### src/rtl/tetris_pkg.sv
// rtl/tetris_pkg.sv - shared playfield constants, piece/FSM types and cell address helper
package tetris_pkg;

  localparam int BOARD_W = 10;
  localparam int BOARD_H = 20;
  localparam int ADDR_W  = 8;

  typedef enum logic [2:0] {
    SHAPE_I, SHAPE_J, SHAPE_L, SHAPE_Z, SHAPE_S, SHAPE_T, SHAPE_O
  } shape_t;

  typedef enum logic [2:0] {
    ST_IDLE  = 3'd0,
    ST_READ  = 3'd1,
    ST_CHECK = 3'd2,
    ST_WRITE = 3'd3,
    ST_DONE  = 3'd4
  } state_t;

  typedef logic [2:0] cell_colour_t;

  typedef struct packed {
    logic              oob;
    logic [ADDR_W-1:0] addr;
  } cell_ref_t;

  // Sums are 6 bits wide so an origin near the edge cannot wrap back into the board.
  function automatic cell_ref_t cell_ref(
    input logic [3:0] ox,
    input logic [4:0] oy,
    input logic [1:0] dx,
    input logic [1:0] dy,
    input int         bw,
    input int         bh
  );
    logic [5:0] ax;
    logic [5:0] ay;
    cell_ref_t  r;
    ax     = {2'b00, ox} + {4'b0000, dx};
    ay     = {1'b0, oy} + {4'b0000, dy};
    r.oob  = (ax >= 6'(bw)) || (ay >= 6'(bh));
    r.addr = ADDR_W'(ay) * ADDR_W'(bw) + ADDR_W'(ax);
    return r;
  endfunction

endpackage

### src/rtl/shapeROM.sv
// rtl/shapeROM.sv - cell offsets (x,y in 0..3) of the four cells for each shape and rotation
module shapeROM
  import tetris_pkg::*;
(
  input  logic [2:0]      shape_index,
  input  logic [1:0]      rotation_index,
  output logic [3:0][1:0] off_x,
  output logic [3:0][1:0] off_y
);

  // One nibble per cell, cell 0 in the low nibble; nibble = {y, x}.
  logic [15:0] cells;

  always_comb begin
    cells = 16'h0000;
    case (shape_index)
      SHAPE_I: cells = rotation_index[0] ? 16'hC840 : 16'h3210;
      SHAPE_J: case (rotation_index)
                 2'd0: cells = 16'h6540;
                 2'd1: cells = 16'h8410;
                 2'd2: cells = 16'h6210;
                 default: cells = 16'h9851;
               endcase
      SHAPE_L: case (rotation_index)
                 2'd0: cells = 16'h6542;
                 2'd1: cells = 16'h9840;
                 2'd2: cells = 16'h4210;
                 default: cells = 16'h9510;
               endcase
      SHAPE_Z: cells = rotation_index[0] ? 16'h8541 : 16'h6510;
      SHAPE_S: cells = rotation_index[0] ? 16'h9540 : 16'h5421;
      SHAPE_T: case (rotation_index)
                 2'd0: cells = 16'h5210;
                 2'd1: cells = 16'h9541;
                 2'd2: cells = 16'h6541;
                 default: cells = 16'h8540;
               endcase
      SHAPE_O: cells = 16'h5410;
      default: cells = 16'h0000;
    endcase
  end

  always_comb begin
    for (int i = 0; i < 4; i++) begin
      off_x[i] = cells[4*i +: 2];
      off_y[i] = cells[4*i+2 +: 2];
    end
  end

endmodule

### src/rtl/piece_collision_check.sv
// rtl/piece_collision_check.sv - probes the playfield for a piece's four cells and optionally stamps them
module piece_collision_check #(
  parameter int BOARD_W = tetris_pkg::BOARD_W,
  parameter int BOARD_H = tetris_pkg::BOARD_H,
  parameter int ADDR_W  = tetris_pkg::ADDR_W
) (
  input  logic              Clk,
  input  logic              Reset,
  input  logic              start,
  input  logic              commit,
  input  logic [2:0]        shape_index,
  input  logic [1:0]        rotation_index,
  input  logic [3:0]        origin_x,
  input  logic [4:0]        origin_y,
  output logic [ADDR_W-1:0] brd_addr,
  input  logic [2:0]        brd_rd_data,
  output logic              brd_we,
  output logic [2:0]        brd_wr_data,
  output logic              busy,
  output logic              done,
  output logic              collision,
  output logic              committed
);
  import tetris_pkg::*;

  state_t            state;
  logic [1:0]        k;
  logic [2:0]        shape_q;
  logic [1:0]        rot_q;
  logic [3:0]        ox_q;
  logic [4:0]        oy_q;
  logic              commit_q;
  logic [ADDR_W-1:0] addr_hold;
  logic              prev_chk;
  logic [3:0][1:0]   off_x;
  logic [3:0][1:0]   off_y;
  cell_ref_t         cur;
  logic              cur_oob;
  logic              hit;
  logic              coll_next;

  shapeROM u_rom (
    .shape_index    (shape_q),
    .rotation_index (rot_q),
    .off_x          (off_x),
    .off_y          (off_y)
  );

  always_comb begin
    cur      = cell_ref(ox_q, oy_q, off_x[k], off_y[k], BOARD_W, BOARD_H);
    // An invalid shape is handled as four out-of-bounds cells: no reads, forced collision.
    cur_oob  = cur.oob || (shape_q == 3'd7);
    brd_addr = addr_hold;
    if ((state == ST_READ && !cur_oob) || state == ST_WRITE)
      brd_addr = ADDR_W'(cur.addr);
    hit       = prev_chk && (brd_rd_data != 3'd0);
    coll_next = collision || hit || (state == ST_READ && cur_oob);
    busy      = (state == ST_READ) || (state == ST_CHECK) || (state == ST_WRITE);
    done      = (state == ST_DONE);
  end

  always_ff @(posedge Clk or posedge Reset) begin
    if (Reset) begin
      state       <= ST_IDLE;
      k           <= 2'd0;
      shape_q     <= 3'd0;
      rot_q       <= 2'd0;
      ox_q        <= 4'd0;
      oy_q        <= 5'd0;
      commit_q    <= 1'b0;
      addr_hold   <= '0;
      prev_chk    <= 1'b0;
      brd_we      <= 1'b0;
      brd_wr_data <= 3'd0;
      collision   <= 1'b0;
      committed   <= 1'b0;
    end else begin
      case (state)
        ST_IDLE: if (start) begin
          shape_q     <= shape_index;
          rot_q       <= rotation_index;
          ox_q        <= origin_x;
          oy_q        <= origin_y;
          commit_q    <= commit;
          collision   <= 1'b0;
          committed   <= 1'b0;
          prev_chk    <= 1'b0;
          k           <= 2'd0;
          brd_wr_data <= shape_index + 3'd1;
          state       <= ST_READ;
        end
        ST_READ: begin
          collision <= coll_next;
          prev_chk  <= !cur_oob;
          addr_hold <= brd_addr;
          k         <= k + 2'd1;
          if (k == 2'd3) state <= ST_CHECK;
        end
        ST_CHECK: begin
          collision <= coll_next;
          prev_chk  <= 1'b0;
          k         <= 2'd0;
          if (commit_q && !coll_next) begin
            brd_we <= 1'b1;
            state  <= ST_WRITE;
          end else begin
            state <= ST_DONE;
          end
        end
        ST_WRITE: begin
          addr_hold <= brd_addr;
          k         <= k + 2'd1;
          if (k == 2'd3) begin
            brd_we    <= 1'b0;
            committed <= 1'b1;
            state     <= ST_DONE;
          end
        end
        ST_DONE: state <= ST_IDLE;
        default: state <= ST_IDLE;
      endcase
    end
  end

endmodule

### config.mk
export PLATFORM = sky130hd
export DESIGN_NAME = piece_collision_check
export DESIGN_NICKNAME = d
export VERILOG_FILES = /design/src/rtl/tetris_pkg.sv /design/src/rtl/shapeROM.sv /design/src/rtl/piece_collision_check.sv
export SDC_FILE = /design/constraint.sdc
export NUM_CORES = 1
export LEC_CHECK = 0
export ABC_AREA = 1
export CAP_MARGIN = 40
export CORE_MARGIN = 5
export CORE_UTILIZATION = 50
export DETAILED_ROUTE_END_ITERATION = 16
export PLACE_DENSITY = 0.85
export SYNTH_ARGS = -nofsm -noshare
export SYNTH_HDL_FRONTEND = slang
export SYNTH_SLANG_ARGS = --single-unit
export TNS_END_PERCENT = 50
### constraint.sdc
create_clock -name Clk -period 4.27 [get_ports Clk]
set_input_delay 0.854 -clock Clk [delete_from_list [all_inputs] [get_ports Clk]]
set_output_delay 0.854 -clock Clk [all_outputs]
set_load 0.02 [all_outputs]
==> impl_metrics.env, run 1 <==
export IMPL_status="finished with violations"
export IMPL_violations="setup timing"
export IMPL_cts_sinks=35
export IMPL_grt_max_degree=28
export IMPL_critPathRequiredTime_ns=3.42
export IMPL_maxCapViolCount=0
export IMPL_hold_path_cell_count=2
export IMPL_wl_per_cell_um=13.4
export IMPL_synth_fp_nets=420
export IMPL_gp_congestion=0.936
export IMPL_core_region_area_um2=5200
export IMPL_diodes=0
export IMPL_ff2ff_path_depth=25
export IMPL_max_stage_delay_ns=0.57
export IMPL_synthSimpleGateAreaFrac_pct=29.5
export IMPL_yosys_area_share_adder_pct=14.5
export IMPL_crit_slowest_cell="fa_2"
export IMPL_routed_wl_mm=7.39
export IMPL_rsz0062_at_grt="yes"
export IMPL_relSlewSlack_pct=52.6
export IMPL_drt_iter0_drc=89
export IMPL_post_route_drc_count=0
export IMPL_synth_mux_area_share_pct=0
export IMPL_worst_setup_path_end_kind="output port"
export IMPL_grt_pass1_wl_mm=12.5
export IMPL_io_buffers=36
export IMPL_hp_class="flip-flop to flip-flop"
export IMPL_crit_path_start_kind="flip-flop"
export IMPL_synth_area_per_cell_um2=7.34
export IMPL_synth_top_family_by_area="simple AND/OR/NAND/NOR gates"
export IMPL_track_usage_pct=21.6
export IMPL_cts_buffers=5
export IMPL_grt_pass1_vias=2935
export IMPL_synthToLayoutAreaGrowth_pct=50.8
export IMPL_synth_seq_cells=35
export IMPL_crit_fanout=6
export IMPL_setup_violations_final=8
export IMPL_io_pin_count=37
export IMPL_hold_viol_final=0
export IMPL_preCtsSetupSlack_ns=-0.791
export IMPL_drive_gt1_share_pct=33.4
export IMPL_final_max_slew_viol_count=0
export IMPL_clk_pin_slew_worst_paths_ns=0.07
export IMPL_die_y_um=83.7
export IMPL_die_w_um=83.7
export IMPL_fin_ws_ns=-0.683
export IMPL_cts_root_buf="clkbuf_8"
export IMPL_crit_arrival_ns=4.10
export IMPL_final_setup_tns_ns=-3.79
export IMPL_cts_buffer_depth=2
export IMPL_crit_path_frequent_cell="nand2_1"
export IMPL_synth_warnings=0
export IMPL_vias=2745
export IMPL_synth_compound_area_share_pct=11.0
export IMPL_drtAntennaViolNets=0
export IMPL_h_tree_depth=2
export IMPL_start_util_pct=52.2
export IMPL_fin_crit_sh_pct=116
export IMPL_path_class="flip-flop to output port"
export IMPL_clk_latency_ns=0.29
export IMPL_die_area_um2=7010
export IMPL_synthXorXnorAreaFrac_pct=3.59
export IMPL_synth_cells=370
export IMPL_max_freq_mhz=202
export IMPL_viasPerCell=4.97
export IMPL_finalCriticalPeriod_ns=4.95
export IMPL_post_dp_hpwl_mm=5.53
export IMPL_drt_pass1_iterations=5
export IMPL_antenna_found_initial=0
export IMPL_ys_types=36
export IMPL_synth_area_um2=2720
export IMPL_fin_skew_ns=0.00831
export IMPL_cts_tree="yes"
export IMPL_rows=26
export IMPL_ys_seq_area_share_pct=32.2
export IMPL_nNetsFinal=531
export IMPL_overflow=0
export IMPL_tightestPinTransition_ns=0.711
export IMPL_holdBufCountCts=0
export IMPL_fill_cells=363
==> worst paths after layout <==
kind	startpoint	end	slack, ns
max	rot_q[0]	brd_addr[7]	-0.68
min	brd_we	brd_we	0.48
max reg2reg	rot_q[0]	addr_hold[7]	0.38
min reg2reg	brd_we	brd_we	0.48
max in group asynchronous	Reset	rot_q[0]	2.67
min in group asynchronous	Reset	addr_hold[1]	0.97
==> cell usage in the layout (no fill, tap or decap), drive strengths merged <==
cell           synthesis  routed
nand3                 20      20
clkbuf                 3       6
o22ai                  2       2
o31ai                  1       1
xnor2                  4       4
clkinv                 0       4
nor3                   3       3
ha                    25      25
a31oi                  1       1
buf                    2      80
clkdlybuf4s50          0      28
o2111ai                3       3
o211ai                 2       2
o21ai                 30      30
or3                    1       1
dfrtp                 35      35
nor2                  28      28
nand2                127     127
bufinv                 0       1
or2                    3       3
a21o                   1       1
a22o                   1       1
fa                     4       4
nand4                  1       1
a21oi                 12      12
xor2                   5       5
inv                   56      54
==> cell type report <==
type | count | area [um^2] | area share (%)
clock buffers | 5 | 68.8 | 1.68
repair buffers | 109 | 912 | 22.3
well taps | 70 | 87.6 | 2.14
flip-flops and latches | 35 | 878 | 21.4
inverters | 56 | 230 | 5.62
multi-input cells | 274 | 1870 | 45.8
clock inverters | 3 | 43.8 | 1.07
==> cell families (layout without fill, tap and decap cells) <==
family	Yosys count	in the layout
xor+xnor	9	9
flops	35	35
fa+ha+maj	29	29
buf+inv	61	173
compound gates	53	53
simple gates	183	183
==> worst max-delay path: cells and delay by family, from the launching register on <==
family,cells,cell delay [ns]
buffers and inverters,7,0.60
DFF,1,0.45
AOI/OAI and AO/OA,1,0.08
and+or+nand+nor,11,0.97
xor gates and xnor gates,1,0.17
adders and majority gates,5,1.53
==> through the flow <==
stage	utilization (%)	instances	area [um^2]	hold WS (ns)
final	78.7	552	4100	0.480
after global routing	78.7	552	4100	0.511
after CTS	75.9	547	3950	0.485
after detailed placement	70.9	528	3690	0.466
after global placement	70.6	527	3680	0.454
after floorplan	-	370	2840	0.448
==> Yosys cell counts <==
cell,number,area [um^2]
nand2_1,119,447
inv_1,53,199
dfrtp_1,35,876
ha_1,25,313
nor2_1,25,93.8
o21ai_0,23,115
nand3_1,19,95.1
a21oi_1,11,55.1
o21ai_1,7,35.0
nand2_4,6,67.6
fa_1,4,80.1
xnor2_1,4,35.0
xor2_1,4,35.0
clkbuf_1,3,11.3
nor3_1,3,15.0
o2111ai_1,3,26.3
inv_2,2,7.51
nand2_2,2,12.5
nor2_4,2,22.5
o211ai_1,2,15.0
o22ai_1,2,12.5
or2_2,2,12.5
a21o_1,1,7.51
a21oi_2,1,8.76
a22o_1,1,8.76
a31oi_1,1,6.26
buf_12,1,20.0
buf_2,1,5.00
inv_6,1,8.76
nand3_2,1,10.0
nand4_1,1,6.26
nor2_2,1,6.26
o31ai_1,1,7.51
or2_1,1,6.26
or3_1,1,6.26
xor2_4,1,27.5
==> registers in the layout (all words and copies together), names as in the netlist, 2 cells and up <==
signal	cells
oy_q	5
k	2
addr_hold	8
rot_q	2
shape_q	3
state	3
brd_wr_data	3
ox_q	4
==> metal layers <==
layer  vias to the layer above  global-route usage, %  part of all wire, %
met2                        66                   39.8                   53
met5                         -                      0                    0
met4                         0                   6.87                  1.7
met3                        15                   4.34                  3.7
li1                       1390                      -                    -
met1                      1274                   24.9                   41
==> what timing repair did <==
action	CTS	global route
endpoints found under the setup margin	8	8
pin swaps	16	20
gates resized for setup	55	31
buffers inserted	11	5
Power of run 1 is left out: the tool's default activity adds up to more than one toggle a clock period on the data nets, which glitch-free logic cannot reach.
==> run 2: changes to the inputs <==
--- a/config.mk
+++ b/config.mk
@@ -9,6 +9,7 @@
 export CAP_MARGIN = 40
 export CORE_MARGIN = 5
 export CORE_UTILIZATION = 50
+export CTS_CLUSTER_SIZE = 25
 export DETAILED_ROUTE_END_ITERATION = 16
 export PLACE_DENSITY = 0.85
 export SYNTH_ARGS = -nofsm -noshare
==> results of run 2 <==
Final layout, timing and power as in run 1 (identical DEF).
Power of run 2 is left out for the same reason.
